**config.mk**
```make
export PLATFORM = sky130hd
export DESIGN_NAME = wb_interconnect_1xn
export DESIGN_NICKNAME = d
export VERILOG_FILES = /design/src/rtl/wb_interconnect_1xn.sv
export SDC_FILE = /design/constraint.sdc
export NUM_CORES = 1
export LEC_CHECK = 0
export BUFFER_PORTS_ARGS = -buffer_cell sky130_fd_sc_hd__buf_2
export CORE_UTILIZATION = 40
export DETAILED_ROUTE_END_ITERATION = 10
export PLACE_DENSITY_LB_ADDON = 0.05
export SYNTH_ARGS = -nofsm -noshare
export SYNTH_HDL_FRONTEND = slang
export SYNTH_SLANG_ARGS = --single-unit
```
**constraint.sdc**
```tcl
create_clock -name wb_clk_i -period 3.4 [get_ports wb_clk_i]
set_input_delay 0.85 -clock wb_clk_i [delete_from_list [all_inputs] [get_ports wb_clk_i]]
set_output_delay 0.85 -clock wb_clk_i [all_outputs]
set_load 0.03 [all_outputs]
```
**src/rtl/wb_interconnect_1xn.sv**
```systemverilog
// -----------------------------------------------------------------------------
// wb_interconnect_1xn
//   Single-master, N-slave Wishbone classic interconnect. A request from the
//   master is address-decoded, registered, and forwarded to exactly one slave.
//   The slave's ack and read data are registered back to the master. Unmapped
//   addresses and slaves that never ack get an error response (ack + ERR_DATA)
//   together with a one-cycle timeout_o pulse, so the master can never hang.
//
// Ports
//   wb_clk_i, wb_rst_ni          clock, asynchronous active-low reset
//   m_adr_i/m_dat_i/m_we_i/
//   m_sel_i/m_stb_i/m_cyc_i      master request
//   m_dat_o, m_ack_o             registered response to master
//   s_adr_o/s_dat_o/s_we_o/
//   s_sel_o                      shared, registered slave request fields
//   s_stb_o, s_cyc_o             per-slave strobe/cycle (one-hot or zero)
//   s_dat_i, s_ack_i             per-slave read data (slice k) and ack
//   timeout_o                    one-cycle pulse on timeout or unmapped access
//   err_adr_o                    address of the most recent error
//
// Handshake: the master holds cyc/stb and its request fields steady until it
// sees m_ack_o (or drops cyc to abort). m_ack_o is high for exactly one cycle
// per accepted request. A slave is addressed while its s_cyc_o/s_stb_o are
// high and completes with a single-cycle s_ack_i; acks from unselected slaves
// are ignored.
// -----------------------------------------------------------------------------
module wb_interconnect_1xn #(
  parameter int unsigned                 N_SLAVES       = 4,
  parameter logic [N_SLAVES*32-1:0]      SLAVE_BASE     = {32'h3000_0000, 32'h2000_0000,
                                                          32'h1000_0000, 32'h0000_0000},
  parameter logic [N_SLAVES*32-1:0]      SLAVE_MASK     = {4{32'hF000_0000}},
  parameter int unsigned                 TIMEOUT_CYCLES = 255,
  parameter logic [31:0]                 ERR_DATA       = 32'hDEAD_BEEF
) (
  input  logic                     wb_clk_i,
  input  logic                     wb_rst_ni,
  input  logic [31:0]              m_adr_i,
  input  logic [31:0]              m_dat_i,
  input  logic                     m_we_i,
  input  logic [3:0]               m_sel_i,
  input  logic                     m_stb_i,
  input  logic                     m_cyc_i,
  output logic [31:0]              m_dat_o,
  output logic                     m_ack_o,
  output logic [31:0]              s_adr_o,
  output logic [31:0]              s_dat_o,
  output logic                     s_we_o,
  output logic [3:0]               s_sel_o,
  output logic [N_SLAVES-1:0]      s_stb_o,
  output logic [N_SLAVES-1:0]      s_cyc_o,
  input  logic [N_SLAVES*32-1:0]   s_dat_i,
  input  logic [N_SLAVES-1:0]      s_ack_i,
  output logic                     timeout_o,
  output logic [31:0]              err_adr_o
);

  localparam int unsigned IDX_W  = (N_SLAVES > 1) ? $clog2(N_SLAVES) : 1;
  localparam bit          TO_EN  = (TIMEOUT_CYCLES != 0);
  localparam logic [31:0] TO_LAST = TO_EN ? 32'(TIMEOUT_CYCLES - 1) : 32'd0;

  typedef enum logic [1:0] {
    IDLE   = 2'd0,
    ACTIVE = 2'd1,
    RESP   = 2'd2
  } state_t;

  state_t           state_q;
  logic [IDX_W-1:0] sel_idx_q;
  logic [31:0]      cnt_q;

  // Address decode; loop runs high-to-low so the lowest matching index wins.
  logic                hit;
  logic [IDX_W-1:0]    hit_idx;
  logic [N_SLAVES-1:0] hit_onehot;

  always_comb begin
    hit        = 1'b0;
    hit_idx    = '0;
    hit_onehot = '0;
    for (int k = N_SLAVES - 1; k >= 0; k--) begin
      if ((m_adr_i & SLAVE_MASK[k*32 +: 32]) == (SLAVE_BASE[k*32 +: 32] & SLAVE_MASK[k*32 +: 32])) begin
        hit     = 1'b1;
        hit_idx = IDX_W'(k);
      end
    end
    for (int k = 0; k < N_SLAVES; k++) begin
      if (hit && (hit_idx == IDX_W'(k))) hit_onehot[k] = 1'b1;
    end
  end

  // Response mux: only the latched slave's ack/data are observed.
  logic        sel_ack;
  logic [31:0] sel_dat;

  always_comb begin
    sel_ack = 1'b0;
    sel_dat = '0;
    for (int k = 0; k < N_SLAVES; k++) begin
      if (sel_idx_q == IDX_W'(k)) begin
        sel_ack = s_ack_i[k];
        sel_dat = s_dat_i[k*32 +: 32];
      end
    end
  end

  always_ff @(posedge wb_clk_i or negedge wb_rst_ni) begin
    if (!wb_rst_ni) begin
      state_q   <= IDLE;
      sel_idx_q <= '0;
      cnt_q     <= '0;
      m_dat_o   <= '0;
      m_ack_o   <= 1'b0;
      s_adr_o   <= '0;
      s_dat_o   <= '0;
      s_we_o    <= 1'b0;
      s_sel_o   <= '0;
      s_stb_o   <= '0;
      s_cyc_o   <= '0;
      timeout_o <= 1'b0;
      err_adr_o <= '0;
    end else begin
      case (state_q)
        IDLE: begin
          m_ack_o   <= 1'b0;
          timeout_o <= 1'b0;
          if (m_cyc_i && m_stb_i) begin
            s_adr_o   <= m_adr_i;
            s_dat_o   <= m_dat_i;
            s_we_o    <= m_we_i;
            s_sel_o   <= m_sel_i;
            sel_idx_q <= hit_idx;
            if (hit) begin
              s_stb_o <= hit_onehot;
              s_cyc_o <= hit_onehot;
              state_q <= ACTIVE;
            end else begin
              m_dat_o   <= ERR_DATA;
              m_ack_o   <= 1'b1;
              timeout_o <= 1'b1;
              err_adr_o <= m_adr_i;
              state_q   <= RESP;
            end
          end
        end

        ACTIVE: begin
          // Priority: abort, then slave ack, then timeout.
          if (!m_cyc_i) begin
            s_stb_o <= '0;
            s_cyc_o <= '0;
            cnt_q   <= '0;
            state_q <= IDLE;
          end else if (sel_ack) begin
            m_dat_o <= sel_dat;
            m_ack_o <= 1'b1;
            s_stb_o <= '0;
            s_cyc_o <= '0;
            cnt_q   <= '0;
            state_q <= RESP;
          end else if (TO_EN && (cnt_q == TO_LAST)) begin
            m_dat_o   <= ERR_DATA;
            m_ack_o   <= 1'b1;
            timeout_o <= 1'b1;
            err_adr_o <= s_adr_o;
            s_stb_o   <= '0;
            s_cyc_o   <= '0;
            cnt_q     <= '0;
            state_q   <= RESP;
          end else begin
            cnt_q <= cnt_q + 32'd1;
          end
        end

        RESP: begin
          // Response cycle; new requests are re-sampled only back in IDLE.
          m_ack_o   <= 1'b0;
          timeout_o <= 1'b0;
          state_q   <= IDLE;
        end

        default: begin
          s_stb_o <= '0;
          s_cyc_o <= '0;
          m_ack_o <= 1'b0;
          cnt_q   <= '0;
          state_q <= IDLE;
        end
      endcase
    end
  end

endmodule

```
==> results of run 1 <==
[state kept, by name, summed over array words and instances, names as in the netlist]
name       flops
s_dat_o       32
cnt_q         32
err_adr_o     32
m_ack_o        1
s_we_o         1
state_q        2
s_adr_o       32
m_dat_o       32
s_sel_o        4
timeout_o      1
s_cyc_o        4
sel_idx_q      2
[per-stage QoR]
step / util / power [W] / std cells
final: 0.533 / 0.00895 / 1360
after global routing: 0.533 / 0.00945 / 1360
after CTS: 0.533 / 0.00906 / 1359
after detailed placement: 0.506 / 0.00714 / 1327
after global placement: 0.506 / 0.00708 / 1327
after floorplan: - / 0.00587 / 739
[cells by family (layout without fill, tap and decap cells)]
group,after synthesis,count (layout),synth area share
simple gates,204,204,0.119
flops,175,175,0.506
mux,136,136,0.215
compound gates,120,120,0.0854
buf+inv,70,415,0.0369
xor+xnor,28,28,0.0284
fa+ha+maj,6,6,0.00868
other cells,0,1,0
[critical path, cell delays in order (launching register included)]
cell,delay [ns]
dfrtp_1,0.42
inv_1,0.09
ha_1,0.34
and4bb_2,0.41
nand4_1,0.50
nor4_1,0.49
xnor2_1,0.16
nor2_1,0.05
[final cells by class]
class | count | area share
Inverter | 18 | 0.00601
Clock inverter | 15 | 0.0125
Tap cell | 275 | 0.0306
Timing Repair Buffer | 365 | 0.169
Sequential cell | 175 | 0.390
Clock buffer | 17 | 0.0379
Multi-Input combinational cell | 494 | 0.353
Antenna cell | 1 | 0.000223
[path summary, 6_finish.rpt]
kind | from | end | slack, ns | cells past startpoint
worst max-delay path | state_q[0] | cnt_q[31] | 0.77 | 7
worst min-delay path | wb_rst_ni | cnt_q[15] | 0.37 | 1
worst max register to register | state_q[0] | cnt_q[31] | 0.77 | 7
worst min register to register | m_dat_o[14] | m_dat_o[14] | 0.49 | 1
max in group asynchronous | wb_rst_ni | s_adr_o[24] | 2.24 | 2
min in group wb_clk_i | m_dat_o[14] | m_dat_o[14] | 0.49 | 1
[metal layers]
layer | vias up | share of wire | global-route usage
li1 | 3332 | - | -
met1 | 3467 | 0.42 | 0.286
met2 | 223 | 0.51 | 0.393
met3 | 15 | 0.062 | 0.0612
met4 | 0 | 0.010 | 0.0607
met5 | - | 0 | 0
[Yosys cell counts (2+ instances only)]
cell type  count  share of area
mux4_2        33          0.086
a21oi_1       60          0.035
mux2_2        71          0.092
dfrtp_1      175           0.51
nor3b_1        2         0.0017
buf_2          6         0.0035
xor2_1         4         0.0041
buf_6          4         0.0052
a32o_1         2         0.0023
o22ai_1       32          0.023
and2_1         2         0.0014
buf_1          2        0.00087
and4_1         5         0.0051
nor4_1        14          0.010
nor4b_1        2         0.0020
ha_1           6         0.0087
buf_4          5         0.0043
nor2_1        81          0.035
nand2b_1      34          0.025
xnor2_1       24          0.024
clkbuf_1      35          0.015
inv_1         18         0.0078
nor3_1         9         0.0052
o21ai_0        6         0.0035
nand3_1       13         0.0075
mux2i_1       32          0.037
o31ai_1        2         0.0017
nand2_1       25          0.011
o2bb2ai_1     10          0.010
nand4_1        7         0.0051
[power groups by stage]
stage	Clock, W	Sequential (W)	Combinational, W
final	0.00190	0.00314	0.00391
after global routing	0.00204	0.00323	0.00418
after CTS	0.00196	0.00314	0.00396
after detailed placement	0	0.00318	0.00396
after global placement	0	0.00315	0.00393
after floorplan	0	0.00445	0.00142
==> flow_summary.toml, run 1 <==
[clocking]
clk_latency_ns = 0.44
numCtsBuffers = 17
post_cts_buffers = 0
cts_sinks = 175
h-tree-depth = 4
cts-resized-gates = 0
hold_buffers = 0
cts_buffer_depth = 2
clk_pin_slew_ns = 0.07
cts-root-buf = "clkbuf_16"
cts_tree = "built"

[worst_setup_path]
cp-start-kind = "flop"
cp-end-kind = "flop"
path_class = "reg2reg"
critPathMaxFanout = 12
cp.arrival_ns = 2.91
required_ns = 3.68

[power]
switching_share = 0.426
clkPwrFrac = 0.212
p_leak_nw = 4.96
p_sw_w = 0.00381
p_int_w = 0.00514
ir_drop_uv = 392
pwr-share-comb = 0.437
sequentialPowerShare = 0.351
power.density_nw_per_um2 = 797

[job]
drv_cap = 0

[placed_design]
gp_congestion = 0.821
placed_area_um2 = 10700
port_buffers = 347
post-dp-hpwl_um = 18700
dp_slack_ns = 0.719

[yosys]
synth_warnings = 0
synth-edff-count = 0
yosysSeqAreaShare = 0.506
synthArstFlopShare = 1.00
synth_top_flop_cell = "dfrtp_1"
yosysUniqueCellTypes = 48
syn_inst = 739
syn_nets = 950
syn_avg_cell_area_um2 = 11.7
syn_area_um2 = 8650
ys_ff_latch = 175

[routing]
drt_pass1_iterations = 4
drtAntennaViolNets = 0
drc_errors = 0
via_per_inst = 5.17
first_iter_violations = 302
via_count = 7037
wl_per_cell_um = 18.6
totalWireLength_um = 25300

[sta]
period_share = 0.775
setup_slack_ns = 0.766
worst_pin_slew_ns = 1.15
setup_viol = 0
hold_ws_ns = 0.365
fin_skew_ns = 0.0154
tns_ns = 0
maxSlewHeadroom = 0.231
drv_slew = 0
grt_setup_unrepaired = "false"
final_hold_viol_count = 0
max_freq_mhz = 380
finalCriticalPeriod_ns = 2.63

[floorplanning]
die-area_um2 = 22200
start_util = 0.410
core_um2 = 21100
row_count = 53
dieWidth_um = 149
die_h_um = 149
io-pin-count = 348

[cells_and_area]
multi_input_area_um2 = 3970
layout_common_cells = "buf_2, dfrtp_1, nor2_1"
final_nets = 1282
drive_gt1_frac = 0.472
final_common_cell = "buf_2"
nFillCells = 1981
area.sequential_um2 = 4380
syn2layout_area_growth_pct = 29.9
design_area_um2 = 11200

[global_route]
grt_overflow = 0
grt_pass1_wl_um = 38700
grt_usage = 0.230
grt_pass1_vias = 6930
antenna_found_initial = 2
grt_start_max_net_pins = 49

[min_path]
hold_path_class = "in2async"

[outcome]
status = "finished clean"
Note: power is estimated with default switching activity, not from simulation.
==> run 2: changes to the inputs <==
==> constraint.sdc (replaced) <==
create_clock -name wb_clk_i -period 2.6 [get_ports wb_clk_i]
set_input_delay 0.65 -clock wb_clk_i [delete_from_list [all_inputs] [get_ports wb_clk_i]]
set_output_delay 0.65 -clock wb_clk_i [all_outputs]
set_load 0.03 [all_outputs]
==> run 2 against run 1 <==
  * Clock power is 32% higher
  * Global-route usage shrank 0.33 points
  * Final cell count is essentially flat
  * Die area stayed put
  * Flip-flop and latch count is the same
  * Critical path type unchanged
  * Count of clock-buffer cells in the layout grew 1
  * Critical path depth down 1
  * Fmax is 15% higher
  * Utilization grew 0.34 points
  * Combinational power rose by 31%
==> flow_summary.toml, run 2 (same netlist as run 1, synthesis figures left out) <==
[routing]
wl_per_cell_um = 18.3
drtAntennaViolNets = 0
drt_pass1_iterations = 4
first_iter_violations = 367
via_count = 7055
totalWireLength_um = 24900
drc_errors = 0
via_per_inst = 5.18

[job]
drv_cap = 0

[floorplanning]
die-area_um2 = 22200
core_um2 = 21100
dieWidth_um = 149
io-pin-count = 348
start_util = 0.410
row_count = 53
die_h_um = 149

[sta]
finalCriticalPeriod_ns = 2.28
grt_setup_unrepaired = "false"
maxSlewHeadroom = 0.593
worst_pin_slew_ns = 0.610
drv_slew = 0
final_hold_viol_count = 0
max_freq_mhz = 438
tns_ns = 0
fin_skew_ns = 0.0126
setup_viol = 0
period_share = 0.878

[worst_setup_path]
critPathLaunch = "cnt_q[28]"
reg2reg_from = "cnt_q[28]"
critPathMaxFanout = 32
required_ns = 2.90
cp.arrival_ns = 2.59
cp-end-kind = "flop"
path_class = "reg2reg"
cp-start-kind = "flop"

[placed_design]
port_buffers = 347
post-dp-hpwl_um = 18200
gp_congestion = 0.832

[cells_and_area]
area.sequential_um2 = 4380
layout_common_cells = "buf_2, dfrtp_1, nor2_1"
final_nets = 1282
final_common_cell = "buf_2"
syn2layout_area_growth_pct = 30.7
nFillCells = 1937
fin_util = 0.536
multi_input_area_um2 = 3970
drive_gt1_frac = 0.472

[clocking]
cts_buffer_depth = 2
cts_tree = "built"
post_cts_buffers = 0
h-tree-depth = 4
cts-root-buf = "clkbuf_16"
clk_latency_ns = 0.43
numCtsBuffers = 17
cts-resized-gates = 0
cts_sinks = 175
hold_buffers = 0
clk_pin_slew_ns = 0.08

[global_route]
antenna_found_initial = 4
grt_pass1_wl_um = 38100
grt_usage = 0.227
grt_pass1_vias = 6781
grt_overflow = 0
grt_start_max_net_pins = 75

[power]
p_leak_nw = 4.99
ir_drop_uv = 539
power.density_nw_per_um2 = 1040

[outcome]
status = "finished clean"

[min_path]
hold_path_class = "in2async"
[run 2: changes by cell type in the layout (fill, tap and decap cells not counted), sizes merged]
cell / previous run / this run
clkbuf: 17 / 18
clkinv: 3 / 4
clkinvlp: 2 / 1
diode: 1 / 2
inv: 28 / 27
[run 2: worst paths after layout]
check                                endpoint  slack (ns)  cells past startpoint
worst min-delay path                cnt_q[14]        0.10                      1
min in group wb_clk_i             s_dat_o[20]        0.45                      2
worst max-delay path            err_adr_o[19]        0.32                      6
worst max register to register  err_adr_o[19]        0.32                      6
max in group asynchronous        sel_idx_q[0]        1.76                      2
worst min register to register    m_dat_o[20]        0.49                      1
[run 2: through the flow]
| step | hold WS, ns | cells | area [µm²] | power [W] | setup slack, ns |
|---|---|---|---|---|---|
| 2_1_floorplan | 0.354 | 739 | 8650 | 0.00767 | 0.476 |
| 3_3_place_gp | 0.467 | 1327 | 10700 | 0.00931 | 0.258 |
| 3_5_place_dp | 0.477 | 1327 | 10700 | 0.00938 | 0.225 |
| 4_1_cts | 0.104 | 1359 | 11300 | 0.0119 | 0.293 |
| 5_1_grt | 0.111 | 1361 | 11300 | 0.0125 | 0.151 |
| 6_report | 0.103 | 1361 | 11300 | 0.0118 | 0.317 |
[run 2: critical path: stages, from the launching register on]
cell,delay (ns)
dfrtp_1,0.44
nor4_1,0.52
nand4_1,0.32
nor3_4,0.27
buf_12,0.28
mux2i_1,0.22
a21oi_1,0.08
[run 2: report_power, final]
group	internal [W]	switching (W)	leakage (nW)	total, W
combinational	0.00191	0.00322	2.63	0.00513
sequential	0.00358	0.000547	2.08	0.00413
clock	0.00130	0.00121	0.282	0.00251
total	0.00680	0.00497	4.99	0.0118
[run 2: layout make-up]
| cell class | instances | share of cell area |
|---|---|---|
| clock inverters | 14 | 0.0118 |
| multi-input cells | 494 | 0.351 |
| diodes | 2 | 0.000443 |
| clock buffers | 18 | 0.0388 |
| repair buffers | 365 | 0.174 |
| well taps | 275 | 0.0304 |
| flip-flops and latches | 175 | 0.387 |
| inverters | 18 | 0.00598 |
[run 2: routing by layer]
layer | wire, µm | GRT usage
met1 | 10200 | 0.286
met2 | 12600 | 0.377
met3 | 1730 | 0.0664
met4 | 408 | 0.0617
met5 | 0 | 0
==> run 3: changes to the inputs <==
--- a/config.mk
+++ b/config.mk
@@ -6,7 +6,10 @@
 export NUM_CORES = 1
 export LEC_CHECK = 0
 export BUFFER_PORTS_ARGS = -buffer_cell sky130_fd_sc_hd__buf_2
-export CORE_UTILIZATION = 40
+export CELL_PAD_IN_SITES_DETAIL_PLACEMENT = 0
+export CELL_PAD_IN_SITES_GLOBAL_PLACEMENT = 1
+export CORE_UTILIZATION = 37
+export CTS_CLUSTER_DIAMETER = 80
 export DETAILED_ROUTE_END_ITERATION = 10
 export PLACE_DENSITY_LB_ADDON = 0.05
 export SYNTH_ARGS = -nofsm -noshare
==> run 3 against run 2 <==
  * Critical path depth unchanged
  * Wire length increased by 3.0%
  * Combinational power about the same
  * Final cell count increased by 3.2%
  * Utilization decreased by 3.5 points
  * Clock skew increased by 0.0015 ns
  * Clock power about the same
  * Die area increased by 8.0%
==> flow_summary.toml, run 3 (same netlist as run 1, synthesis figures left out) <==
[power]
p_total_w = 0.0118
ir_drop_uv = 478
p_leak_nw = 5.01
power.density_nw_per_um2 = 1030

[clocking]
clk_pin_slew_ns = 0.08
cts_buffer_depth = 2
cts_tree = "built"
cts-resized-gates = 0
clk_latency_ns = 0.44
hold_buffers = 0
post_cts_buffers = 0
cts_sinks = 175
cts-root-buf = "clkbuf_16"
h-tree-depth = 4
numCtsBuffers = 17

[sta]
maxSlewHeadroom = 0.587
finalCriticalPeriod_ns = 2.29
tns_ns = 0
final_hold_viol_count = 0
worst_pin_slew_ns = 0.620
drv_slew = 0
setup_viol = 0
period_share = 0.882
fin_skew_ns = 0.0142
max_freq_mhz = 436
setup_slack_ns = 0.306
grt_setup_unrepaired = "false"

[worst_setup_path]
crit_path_top_delay_cell = "nor4_1"
cp.arrival_ns = 2.60
cp-start-kind = "flop"
cp-end-kind = "flop"
r2r_slack_ns = 0.31
required_ns = 2.91
path_class = "reg2reg"
max_stage_delay_ns = 0.51
critPathLaunch = "cnt_q[24]"
crit_buf_inv = 1
critPathMaxFanout = 12
crit_family = "simple AND/OR/NAND/NOR gates"
reg2reg_to = "err_adr_o[0]"
r2r_cells = 6
reg2reg_from = "cnt_q[24]"
crit_chain = "nor4_1 > nand4_1 > nor3_4 > buf_4 > mux2i_1 > a21oi_1"
critPathCapture = "err_adr_o[0]"
path_depth = 6

[routing]
drt-met1-wl_um = 10700
totalWireLength_um = 25700
met2_length_um = 12900
drt_pass1_iterations = 5
via_per_inst = 5.02
via_count = 7054
wl_per_cell_um = 18.3
wl_met3_um = 1670
drc_errors = 0
drtAntennaViolNets = 0
route.top_layer_used = "met5"
first_iter_violations = 350

[cells_and_area]
design_area_um2 = 11400
final_common_cell = "buf_2"
syn2layout_area_growth_pct = 31.9
final_nets = 1289
layout_common_cells = "buf_2, dfrtp_1, nor2_1"
drive_gt1_frac = 0.476
final_cells = 1405

[global_route]
antenna_found_initial = 4
grt_start_max_net_pins = 56
grt_pass1_vias = 7034
grt_overflow = 0
grt_pass1_wl_um = 40200
grt_usage = 0.220

[floorplanning]
start_util = 0.380
io-pin-count = 348
row_count = 55
die_h_um = 155
core_um2 = 22800
die-area_um2 = 24000
dieWidth_um = 155

[min_path]
hold_path_class = "in2async"

[job]
drv_cap = 0

[outcome]
status = "finished clean"

[placed_design]
post-dp-hpwl_um = 19100
placed_area_um2 = 10800
port_buffers = 347
dp_cells = 1372
gp_congestion = 0.817
dp_slack_ns = 0.211
==> run 3: cell types whose count changed in the layout (fill, tap and decap cells not counted), sizes merged <==
| cell | before | now |
|---|---|---|
| diode | 2 | 1 |
| buf | 365 | 371 |
| clkbuf | 18 | 19 |
| clkinv | 4 | 3 |
| clkinvlp | 1 | 2 |
==> run 3: worst min-delay path by stage <==
| stage | to | slack (ns) | from | cells after the start |
|---|---|---|---|---|
| after floorplan | cnt_q[0] | 0.35 | wb_rst_ni | 0 |
| after global placement | m_dat_o[20] | 0.47 | m_dat_o[20] | 1 |
| after detailed placement | m_dat_o[4] | 0.47 | m_dat_o[4] | 1 |
| after CTS | cnt_q[25] | 0.20 | wb_rst_ni | 1 |
| after global routing | cnt_q[23] | 0.22 | wb_rst_ni | 1 |
| final | cnt_q[23] | 0.19 | wb_rst_ni | 1 |
==> run 3: where the power goes <==
part | internal, W | total, W | switching [W]
sequential | 0.00359 | 0.00414 | 0.000558
clock | 0.00128 | 0.00251 | 0.00123
combinational | 0.00191 | 0.00514 | 0.00323
==> run 3: through the flow <==
stage	util	hold WS (ns)
floorplan	-	0.354
global placement	0.476	0.469
detailed placement	0.476	0.474
CTS	0.501	0.203
global route	0.501	0.215
finish	0.501	0.186
==> run 3: worst reg2reg max path, stage by stage, from the launching register on <==
cell and delay [ns]:
dfrtp_1 0.44, nor4_1 0.52, nand4_1 0.31, nor3_4 0.29
buf_4 0.30, mux2i_1 0.24, a21oi_1 0.08
==> run 3: area by class of cell <==
class,count,area (µm²)
Timing Repair Buffer,372,2020
Sequential cell,175,4380
Clock inverter,14,143
Inverter,18,67.6
Antenna cell,1,2.50
Clock buffer,18,429
Fill cell,2160,11400
Multi-Input combinational cell,494,3970
Tap cell,313,392
==> run 3: metal layers <==
metal / track usage / vias up
met2: 0.365 / 221
met3: 0.0610 / 29
met5: 0 / -
met1: 0.280 / 3453
li1: - / 3349
met4: 0.0613 / 2
